**config.mk**
```make
export PLATFORM = sky130hd
export DESIGN_NAME = dm_access_ctrl_flat
export DESIGN_NICKNAME = d
export VERILOG_FILES = /design/src/rtl/dm_access_ctrl_if.sv /design/src/rtl/dm_access_ctrl.sv /design/src/flat_wrapper.sv
export SDC_FILE = /design/constraint.sdc
export NUM_CORES = 1
export LEC_CHECK = 0
export ABC_CLOCK_PERIOD_IN_PS = 3000
export BUFFER_PORTS_ARGS = -buffer_cell sky130_fd_sc_hd__buf_2
export CELL_PAD_IN_SITES_DETAIL_PLACEMENT = 1
export CELL_PAD_IN_SITES_GLOBAL_PLACEMENT = 1
export CORE_ASPECT_RATIO = 0.6
export CORE_MARGIN = 10
export CORE_UTILIZATION = 38
export DETAILED_ROUTE_END_ITERATION = 12
export PLACE_DENSITY = 0.85
export SLEW_MARGIN = 20
export SYNTH_ARGS = -nofsm -noshare
export SYNTH_HDL_FRONTEND = slang
export SYNTH_SLANG_ARGS = --single-unit
export TNS_END_PERCENT = 50
```
**constraint.sdc**
```tcl
create_clock -name clk -period 3 [get_ports clk]
set_clock_uncertainty 0.05 [all_clocks]
set_input_delay 0.3 -clock clk [delete_from_list [all_inputs] [get_ports clk]]
set_output_delay 0.3 -clock clk [all_outputs]
set_load 0.1 [all_outputs]
```
**src/rtl/dm_access_ctrl_if.sv**
```systemverilog
// Data-memory bus between the M-stage access controller (master) and memory (slave).
// One req/ack transaction per access; read data is valid in the ack cycle.
interface dm_access_ctrl_if;
  logic        m_data_req;
  logic [31:0] m_data_addr;
  logic [31:0] m_data_wdata;
  logic [3:0]  m_data_byteen;
  logic        m_data_we;
  logic        m_data_ack;
  logic [31:0] m_data_rdata;

  modport master (
    output m_data_req, m_data_addr, m_data_wdata, m_data_byteen, m_data_we,
    input  m_data_ack, m_data_rdata
  );

  modport slave (
    input  m_data_req, m_data_addr, m_data_wdata, m_data_byteen, m_data_we,
    output m_data_ack, m_data_rdata
  );
endinterface

```
**src/rtl/dm_access_ctrl.sv**
```systemverilog
// M-stage load/store to data-memory bus controller with stall, timeout abort and
// optional misalignment trap (define ALIGN_CHECK_EN to enable).
module dm_access_ctrl #(
  parameter int unsigned TIMEOUT_CYCLES = 255
) (
  input  logic             clk,
  input  logic             reset,
  input  logic             M_load,
  input  logic             M_store,
  input  logic [1:0]       M_size,
  input  logic [31:0]      M_addr,
  input  logic [31:0]      M_wdata,
  dm_access_ctrl_if.master bus,
  output logic             M_stall,
  output logic [31:0]      M_rdata,
  output logic [1:0]       M_addr_lo,
  output logic             M_rvalid,
  output logic             M_bus_err,
  output logic             M_adel,
  output logic             M_ades
);

  typedef enum logic [1:0] {StIdle, StReq, StDone} state_e;

  localparam logic [7:0] LastCnt = 8'(TIMEOUT_CYCLES - 1);

  state_e      state_q;
  logic [7:0]  cnt_q;
  logic [1:0]  addr_lo_q;
  logic        access;
  logic [3:0]  byteen_c;
  logic [31:0] wdata_c;

  assign access  = M_load | M_store;
  // Gated by reset so the pipeline is released while the controller is held in reset.
  assign M_stall = reset & access & (state_q != StDone);

  always_comb begin
    byteen_c = 4'b1111;
    wdata_c  = M_wdata;
    case (M_size)
      2'b00: begin
        byteen_c = 4'b0001 << M_addr[1:0];
        wdata_c  = {4{M_wdata[7:0]}};
      end
      2'b01: begin
        byteen_c = M_addr[1] ? 4'b1100 : 4'b0011;
        wdata_c  = {2{M_wdata[15:0]}};
      end
      default: ;
    endcase
  end

`ifdef ALIGN_CHECK_EN
  logic misalign;
  logic adel_q;
  logic ades_q;

  assign misalign = (M_size == 2'b01) ? M_addr[0] : (M_size[1] & (M_addr[1:0] != 2'b00));
  assign M_adel   = adel_q;
  assign M_ades   = ades_q;
`else
  assign M_adel = 1'b0;
  assign M_ades = 1'b0;
`endif

  always_ff @(posedge clk or negedge reset) begin
    if (!reset) begin
      state_q           <= StIdle;
      cnt_q             <= '0;
      addr_lo_q         <= '0;
      bus.m_data_req    <= 1'b0;
      bus.m_data_addr   <= '0;
      bus.m_data_wdata  <= '0;
      bus.m_data_byteen <= '0;
      bus.m_data_we     <= 1'b0;
      M_rdata           <= '0;
      M_addr_lo         <= '0;
      M_rvalid          <= 1'b0;
      M_bus_err         <= 1'b0;
`ifdef ALIGN_CHECK_EN
      adel_q            <= 1'b0;
      ades_q            <= 1'b0;
`endif
    end else begin
      M_rvalid  <= 1'b0;
      M_bus_err <= 1'b0;
`ifdef ALIGN_CHECK_EN
      adel_q    <= 1'b0;
      ades_q    <= 1'b0;
`endif
      case (state_q)
        StIdle: begin
          if (access) begin
`ifdef ALIGN_CHECK_EN
            if (misalign) begin
              state_q   <= StDone;
              adel_q    <= M_load;
              ades_q    <= ~M_load;
              M_rdata   <= '0;
              M_addr_lo <= M_addr[1:0];
            end else
`endif
            begin
              state_q           <= StReq;
              cnt_q             <= '0;
              addr_lo_q         <= M_addr[1:0];
              bus.m_data_req    <= 1'b1;
              bus.m_data_addr   <= {M_addr[31:2], 2'b00};
              bus.m_data_wdata  <= wdata_c;
              // A load wins over a simultaneous store: no write lanes.
              bus.m_data_byteen <= M_load ? 4'b0000 : byteen_c;
              bus.m_data_we     <= ~M_load;
            end
          end
        end
        StReq: begin
          if (bus.m_data_ack) begin
            state_q        <= StDone;
            bus.m_data_req <= 1'b0;
            if (!bus.m_data_we) begin
              M_rdata   <= bus.m_data_rdata;
              M_addr_lo <= addr_lo_q;
              M_rvalid  <= 1'b1;
            end
          end else if (cnt_q == LastCnt) begin
            state_q        <= StDone;
            bus.m_data_req <= 1'b0;
            M_rdata        <= '0;
            M_addr_lo      <= addr_lo_q;
            M_bus_err      <= 1'b1;
          end else begin
            cnt_q <= cnt_q + 8'd1;
          end
        end
        StDone:  state_q <= StIdle;
        default: state_q <= StIdle;
      endcase
    end
  end

endmodule
```
**src/flat_wrapper.sv**
```systemverilog
// flat-port wrapper written by rule: the top's interface ports become plain ports
module dm_access_ctrl_flat 
#(
  parameter int unsigned TIMEOUT_CYCLES = 255
)
  (clk, reset, M_load, M_store, M_size, M_addr, M_wdata, M_stall, M_rdata, M_addr_lo, M_rvalid, M_bus_err, M_adel, M_ades, bus_m_data_req, bus_m_data_addr, bus_m_data_wdata, bus_m_data_byteen, bus_m_data_we, bus_m_data_ack, bus_m_data_rdata);
  dm_access_ctrl_if bus_i ();
  input  logic clk;
  input  logic reset;
  input  logic M_load;
  input  logic M_store;
  input  logic [1:0] M_size;
  input  logic [31:0] M_addr;
  input  logic [31:0] M_wdata;
  output logic M_stall;
  output logic [31:0] M_rdata;
  output logic [1:0] M_addr_lo;
  output logic M_rvalid;
  output logic M_bus_err;
  output logic M_adel;
  output logic M_ades;
  output wire logic [$bits(bus_i.m_data_req)-1:0] bus_m_data_req;
  output wire logic [$bits(bus_i.m_data_addr)-1:0] bus_m_data_addr;
  output wire logic [$bits(bus_i.m_data_wdata)-1:0] bus_m_data_wdata;
  output wire logic [$bits(bus_i.m_data_byteen)-1:0] bus_m_data_byteen;
  output wire logic [$bits(bus_i.m_data_we)-1:0] bus_m_data_we;
  input wire logic [$bits(bus_i.m_data_ack)-1:0] bus_m_data_ack;
  input wire logic [$bits(bus_i.m_data_rdata)-1:0] bus_m_data_rdata;
  assign bus_m_data_req = bus_i.m_data_req;
  assign bus_m_data_addr = bus_i.m_data_addr;
  assign bus_m_data_wdata = bus_i.m_data_wdata;
  assign bus_m_data_byteen = bus_i.m_data_byteen;
  assign bus_m_data_we = bus_i.m_data_we;
  assign bus_i.m_data_ack = bus_m_data_ack;
  assign bus_i.m_data_rdata = bus_m_data_rdata;
  dm_access_ctrl #(.TIMEOUT_CYCLES(TIMEOUT_CYCLES)) u_core (.clk(clk), .reset(reset), .M_load(M_load), .M_store(M_store), .M_size(M_size), .M_addr(M_addr), .M_wdata(M_wdata), .bus(bus_i), .M_stall(M_stall), .M_rdata(M_rdata), .M_addr_lo(M_addr_lo), .M_rvalid(M_rvalid), .M_bus_err(M_bus_err), .M_adel(M_adel), .M_ades(M_ades));
endmodule
```
==> results.toml, run 1 <==
[die]
core_area_um2 = 12300
pin_count = 212
initial_utilization = 0.394
die_y_um = 107
die_x_um = 166
rows = 31
dieArea_um2 = 17800

[clock_tree]
cts-root-buf = "clkbuf_16"
cts_buffers = 17
cts-htree-levels = 4
path_clk_slew_ps = 60
hold_buffers = 0
clk_latency_ps = 400
post_cts_resized = 0
cts.sinks = 116
postCtsSetupBuffers = 0
cts_tree = "done"
clk_path_buf_depth = 2

[layout]
syn2layout_area_growth_pct = 36.4
multi_input_area_um2 = 1760
drive_above_1_share = 0.378
fill_cells = 1443
seq_area_um2 = 2900
antenna_cells_inserted = 0
layout_common_cells = "buf_2 (206), nand2_1 (148), dfrtp_1 (116)"
final_nets = 772
final_common_cell = "buf_2"

[yosys]
netlist_area_um2 = 4830
muxShareOfSynthArea = 0.0596
synth_xor_xnor_area_share = 0.00181
seq_area_frac_synth = 0.601
synth_fa_ha_area_frac = 0.00518
synth_edf_count = 0
synth-main-ff-cell = "dfrtp_1"
synth_top_family_by_area = "simple AND/OR/NAND/NOR gates"
syn_avg_cell_area_um2 = 10.4
synth-compound-area-share = 0.138
synth-async-reset-ratio = 1.00
yosys.area_share.simple = 0.155
synth_warnings = 0
synth.distinct_cells = 42
ys_ff_latch = 116
syn_inst = 463

[sta]
worstMarginPinSlew_ps = 681
max_slew_margin = 0.545
grt_setup_unrepaired = "no"
tns_ps = 0
finalHoldViolations = 12
slew_viol_final = 0
post-route-min-period_ps = 2150
finalSetupViolCount = 0
period_share = 0.717
fmax_ghz = 0.465
whs_ps = -30.7
fin_ws_ps = 848

[detailed_routing]
drt_pre_antenna_iters = 4
drt-total-wl_mm = 17.9
ant_nets = 0
num_vias = 4243
wl_per_cell_um = 21.2
drc = 0
viasPerCell = 5.02
drt_iter0_markers = 251

[critical_path]
critPathRequiredTime_ps = 3280
crit_path_max_fanout = 24
path_class = "reg -> reg"
crit_path_start_kind = "flip-flop"
arrival_ps = 2430
endpoint_kind = "flip-flop"

[placement]
dp_slack_ps = 988
globalplace.congestion = 0.856
io_buffer_count = 207
dp_hpwl_mm = 13.4

[global_route]
grt_pass1_vias = 4794
grtUsageTotal = 0.200
grt-ovfl-total = 0
antenna_found_initial = 0
grt_start_max_net_pins = 117
grt_pass1_wl_mm = 27.7

[job]
cap_violations = 0

[outcome]
violations = "negative hold slack"
status = "finished, violations left"

[hold_path]
worst_hold_path_type = "in -> async"
synth_stat cells, drive strengths merged (3+ instances only):
master,count,area share
mux2,3,0.0078
nand2,148,0.11
buf,15,0.020
nor2,17,0.014
a22o,35,0.063
dfrtp,116,0.60
mux2i,25,0.052
a21oi,10,0.010
a21o,3,0.0047
clkbuf,16,0.012
inv,8,0.0062
o21ai,30,0.031
nand3,5,0.0052
cells by family (layout without fill, tap and decap cells):
| kind of cell | after synthesis | in the layout |
|---|---|---|
| flip-flops | 116 | 116 |
| adder cells (fa/ha/maj) | 2 | 2 |
| other | 1 | 4 |
| AO/OA/AOI/OAI | 92 | 92 |
| multiplexers | 28 | 28 |
| XOR/XNOR | 1 | 1 |
| AND/OR/NAND/NOR | 184 | 184 |
| buffers and inverters | 39 | 253 |
routing by layer:
metal / share of wire / track usage / vias up
met5: 0 / 0 / -
met4: 0.013 / 0.0556 / 0
met3: 0.083 / 0.0745 / 19
met2: 0.49 / 0.331 / 132
met1: 0.42 / 0.240 / 2125
li1: - / - / 1967
registers in the layout, summed over array words and instances, names as in the netlist:
signal,count
u_core.addr_lo_q,2
u_core.M_addr_lo,2
u_core.bus.m_data_req,1
u_core.bus.m_data_byteen,4
u_core.cnt_q,8
u_core.M_rvalid,1
u_core.bus.m_data_we,1
u_core.M_rdata,32
u_core.bus.m_data_wdata,32
u_core.M_bus_err,1
u_core.bus.m_data_addr,30
u_core.state_q,2
worst max-delay path, stage by stage (launching register included):
cell and delay, ps:
dfrtp_1 440, or3_2 790, a2111oi_2 500, o221a_1 290
area by class of cell:
type,instances,area share
clock buffer,19,0.0687
clock inverter,13,0.0190
inverter,8,0.00456
multi-input combinational,311,0.268
sequential,116,0.441
tap,165,0.0313
timing repair buffer,213,0.168
through the flow:
step / cells / hold WS [ps] / cell area [µm²] / utilization
2_1_floorplan: 466 / -45.6 / 4840 / -
3_3_place_gp: 813 / 404 / 6010 / 0.490
3_5_place_dp: 813 / 413 / 6010 / 0.490
4_1_cts: 845 / 11.4 / 6590 / 0.538
5_1_grt: 845 / 16.0 / 6590 / 0.538
6_report: 845 / -30.7 / 6590 / 0.538
worst paths after layout:
| check | start | to | slack (ps) | depth (start not counted) |
|---|---|---|---|---|
| hold / removal | reset | u_core.bus.m_data_wdata[0]$_DFFE_PN0P_ | -30 | 2 |
| max in group asynchronous | reset | u_core.M_rdata[8]$_DFFE_PN0P_ | 2460 | 2 |
| setup reg to reg | u_core.state_q[0]$_DFFE_PN0P_ | u_core.cnt_q[5]$_DFFE_PN0P_ | 850 | 3 |
| min in group clk | M_addr[3] | u_core.bus.m_data_addr[3]$_DFFE_PN0P_ | 40 | 3 |
| setup / recovery | u_core.state_q[0]$_DFFE_PN0P_ | u_core.cnt_q[5]$_DFFE_PN0P_ | 850 | 3 |
| hold reg to reg | u_core.bus.m_data_addr[19]$_DFFE_PN0P_ | u_core.bus.m_data_addr[19]$_DFFE_PN0P_ | 420 | 2 |
Power of run 1 is not shown: default switching activity piles up to over one toggle a cycle in this logic, so the estimate is an artifact.
==> run 2: changes to the inputs <==
--- a/config.mk
+++ b/config.mk
@@ -5,15 +5,15 @@
 export SDC_FILE = /design/constraint.sdc
 export NUM_CORES = 1
 export LEC_CHECK = 0
-export ABC_CLOCK_PERIOD_IN_PS = 3000
+export ABC_CLOCK_PERIOD_IN_PS = 1950
 export BUFFER_PORTS_ARGS = -buffer_cell sky130_fd_sc_hd__buf_2
 export CELL_PAD_IN_SITES_DETAIL_PLACEMENT = 1
 export CELL_PAD_IN_SITES_GLOBAL_PLACEMENT = 1
 export CORE_ASPECT_RATIO = 0.6
 export CORE_MARGIN = 10
-export CORE_UTILIZATION = 38
+export CORE_UTILIZATION = 32
 export DETAILED_ROUTE_END_ITERATION = 12
-export PLACE_DENSITY = 0.85
+export PLACE_DENSITY = 0.76
 export SLEW_MARGIN = 20
 export SYNTH_ARGS = -nofsm -noshare
 export SYNTH_HDL_FRONTEND = slang
==> constraint.sdc (replaced) <==
create_clock -name clk -period 1.95 [get_ports clk]
set_clock_uncertainty 0.05 [all_clocks]
set_input_delay 0.195 -clock clk [delete_from_list [all_inputs] [get_ports clk]]
set_output_delay 0.195 -clock clk [all_outputs]
set_load 0.1 [all_outputs]
==> run 2 against run 1 <==
The run now ends clean. Critical path depth is 3 higher. Cell count increased by 12%. First-iteration DRC count grew 8.4%. Die area up 16%. Flip-flop and latch count unchanged. Sequential share of layout area decreased by 4.6 points. Global-route usage shrank 2.1 points. Worst hold slack improved by 51 ps. Register-to-register slack worse by 760 ps. Cell area grew 12%. Critical endpoint unchanged. Largest cell class unchanged. Highest routed layer unchanged.
==> results.toml, run 2 (same netlist as run 1, synthesis figures left out) <==
[layout]
fill_cells = 1696
layout_common_cells = "buf_2 (205), nand2_1 (147), dfrtp_1 (116)"
syn2layout_area_growth_pct = 52.4
final_common_cell = "buf_2"
reg_top3 = "u_core.M_rdata: 32 flops, u_core.bus.m_data_wdata: 32 flops, u_core.bus.m_data_addr: 30 flops"
final_nets = 840
drive_above_1_share = 0.349

[critical_path]
cp_cell_sequence = "dlygate4sd3_1, buf_2, nor2_1, or3_2, a2111oi_2, o221a_1"
worstRegToRegCells = 7
crit_path_max_fanout = 11
path_delay_family = "simple AND/OR/NAND/NOR gates"
crit_cells = 6
crit_path_start_kind = "primary input"
path_class = "in -> reg"
endpoint_kind = "flip-flop"
critPathRequiredTime_ps = 2240
crit_path_top_delay_cell = "or3_2"
cpPeakStageDelay_ps = 590
path_buf_inv = 2
arrival_ps = 2200

[clock_tree]
cts-root-buf = "clkbuf_16"
cts_buffers = 17
clk_path_buf_depth = 2
cts.sinks = 116
cts-htree-levels = 4
path_clk_slew_ps = 60
clk_latency_ps = 400
cts_tree = "done"

[global_route]
grt_pass1_wl_mm = 28.9
grt_pass1_vias = 5069
grtUsageTotal = 0.179
grt-ovfl-total = 0
grt_start_max_net_pins = 117
antenna_found_initial = 2

[detailed_routing]
met3WireLength_mm = 1.29
wl_met2_mm = 9.21
route.top_layer_used = "met4"
drt_pre_antenna_iters = 4
drt_iter0_markers = 272
num_vias = 4461
drt-total-wl_mm = 18.5
viasPerCell = 4.71
wl_per_cell_um = 19.5
wl_met1_mm = 7.87
ant_nets = 0
drc = 0

[die]
die_x_um = 179
pin_count = 212
dieArea_um2 = 20600
initial_utilization = 0.330
core_area_um2 = 14600
die_y_um = 115
rows = 34

[placement]
io_buffer_count = 207
dp_hpwl_mm = 12.7
globalplace.congestion = 0.830

[sta]
grt_setup_unrepaired = "yes"
max_slew_margin = 0.583
worstMarginPinSlew_ps = 625
whs_ps = 20.8
finalHoldViolations = 0
tns_ps = 0
fmax_ghz = 0.523
slew_viol_final = 0
finalSetupViolCount = 0
post-route-min-period_ps = 1910
period_share = 0.980

[outcome]
status = "finished, final reports clean"

[hold_path]
worst_hold_path_type = "in -> reg"
hold_depth = 3

[job]
cap_violations = 0
[run 2: metal layers]
layer  vias to the layer above  track usage
met4                         0       0.0428
met2                       122        0.301
li1                       2108            -
met3                        12       0.0671
met1                      2219        0.215
met5                         -            0
[run 2: final cells by class]
| class | instances | area, µm² | area share |
|---|---|---|---|
| Sequential cell | 116 | 2900 | 0.394 |
| Tap cell | 198 | 248 | 0.0336 |
| Multi-Input combinational cell | 311 | 1770 | 0.240 |
| Clock buffer | 19 | 443 | 0.0601 |
| Clock inverter | 13 | 150 | 0.0204 |
| Antenna cell | 2 | 5.00 | 0.000680 |
| Timing Repair Buffer | 281 | 1820 | 0.247 |
| Inverter | 8 | 30.0 | 0.00408 |
[run 2: final timing paths]
kind / start / endpoint / slack, ps
max: M_load / u_core.cnt_q[5]$_DFFE_PN0P_ / 40
min: M_wdata[1] / u_core.bus.m_data_wdata[1]$_DFFE_PN0P_ / 20
max reg2reg: u_core.cnt_q[0]$_DFFE_PN0P_ / u_core.cnt_q[1]$_DFFE_PN0P_ / 90
min reg2reg: u_core.bus.m_data_addr[30]$_DFFE_PN0P_ / u_core.bus.m_data_addr[30]$_DFFE_PN0P_ / 430
max in group asynchronous: reset / u_core.M_rdata[4]$_DFFE_PN0P_ / 930
min in group asynchronous: reset / u_core.bus.m_data_wdata[3]$_DFFE_PN0P_ / 450
[run 2: tightest hold or removal path, stage by stage]
cell and delay, ps:
buf_2 130, nand2_1 60, nand2_1 50
[run 2: what timing repair did]
item / in CTS / in global routing
endpoints found under the hold margin: 181 / 0
gates resized for setup: 0 / 3
hold buffers: 66 / 0
setup endpoints to repair: 0 / 28
buffers inserted: 0 / 0
[run 2: through the flow]
step | instance area [µm²] | setup slack (ps) | util | instances
final | 7360 | 39.6 | 0.503 | 948
after CTS | 7350 | 14.1 | 0.502 | 946
after global placement | 6100 | 125 | 0.417 | 848
after detailed placement | 6100 | 29.4 | 0.417 | 848
after floorplan | 4850 | 33.7 | - | 466
after global routing | 7360 | 2.69 | 0.503 | 948
Power of run 2 is left out for the same reason.
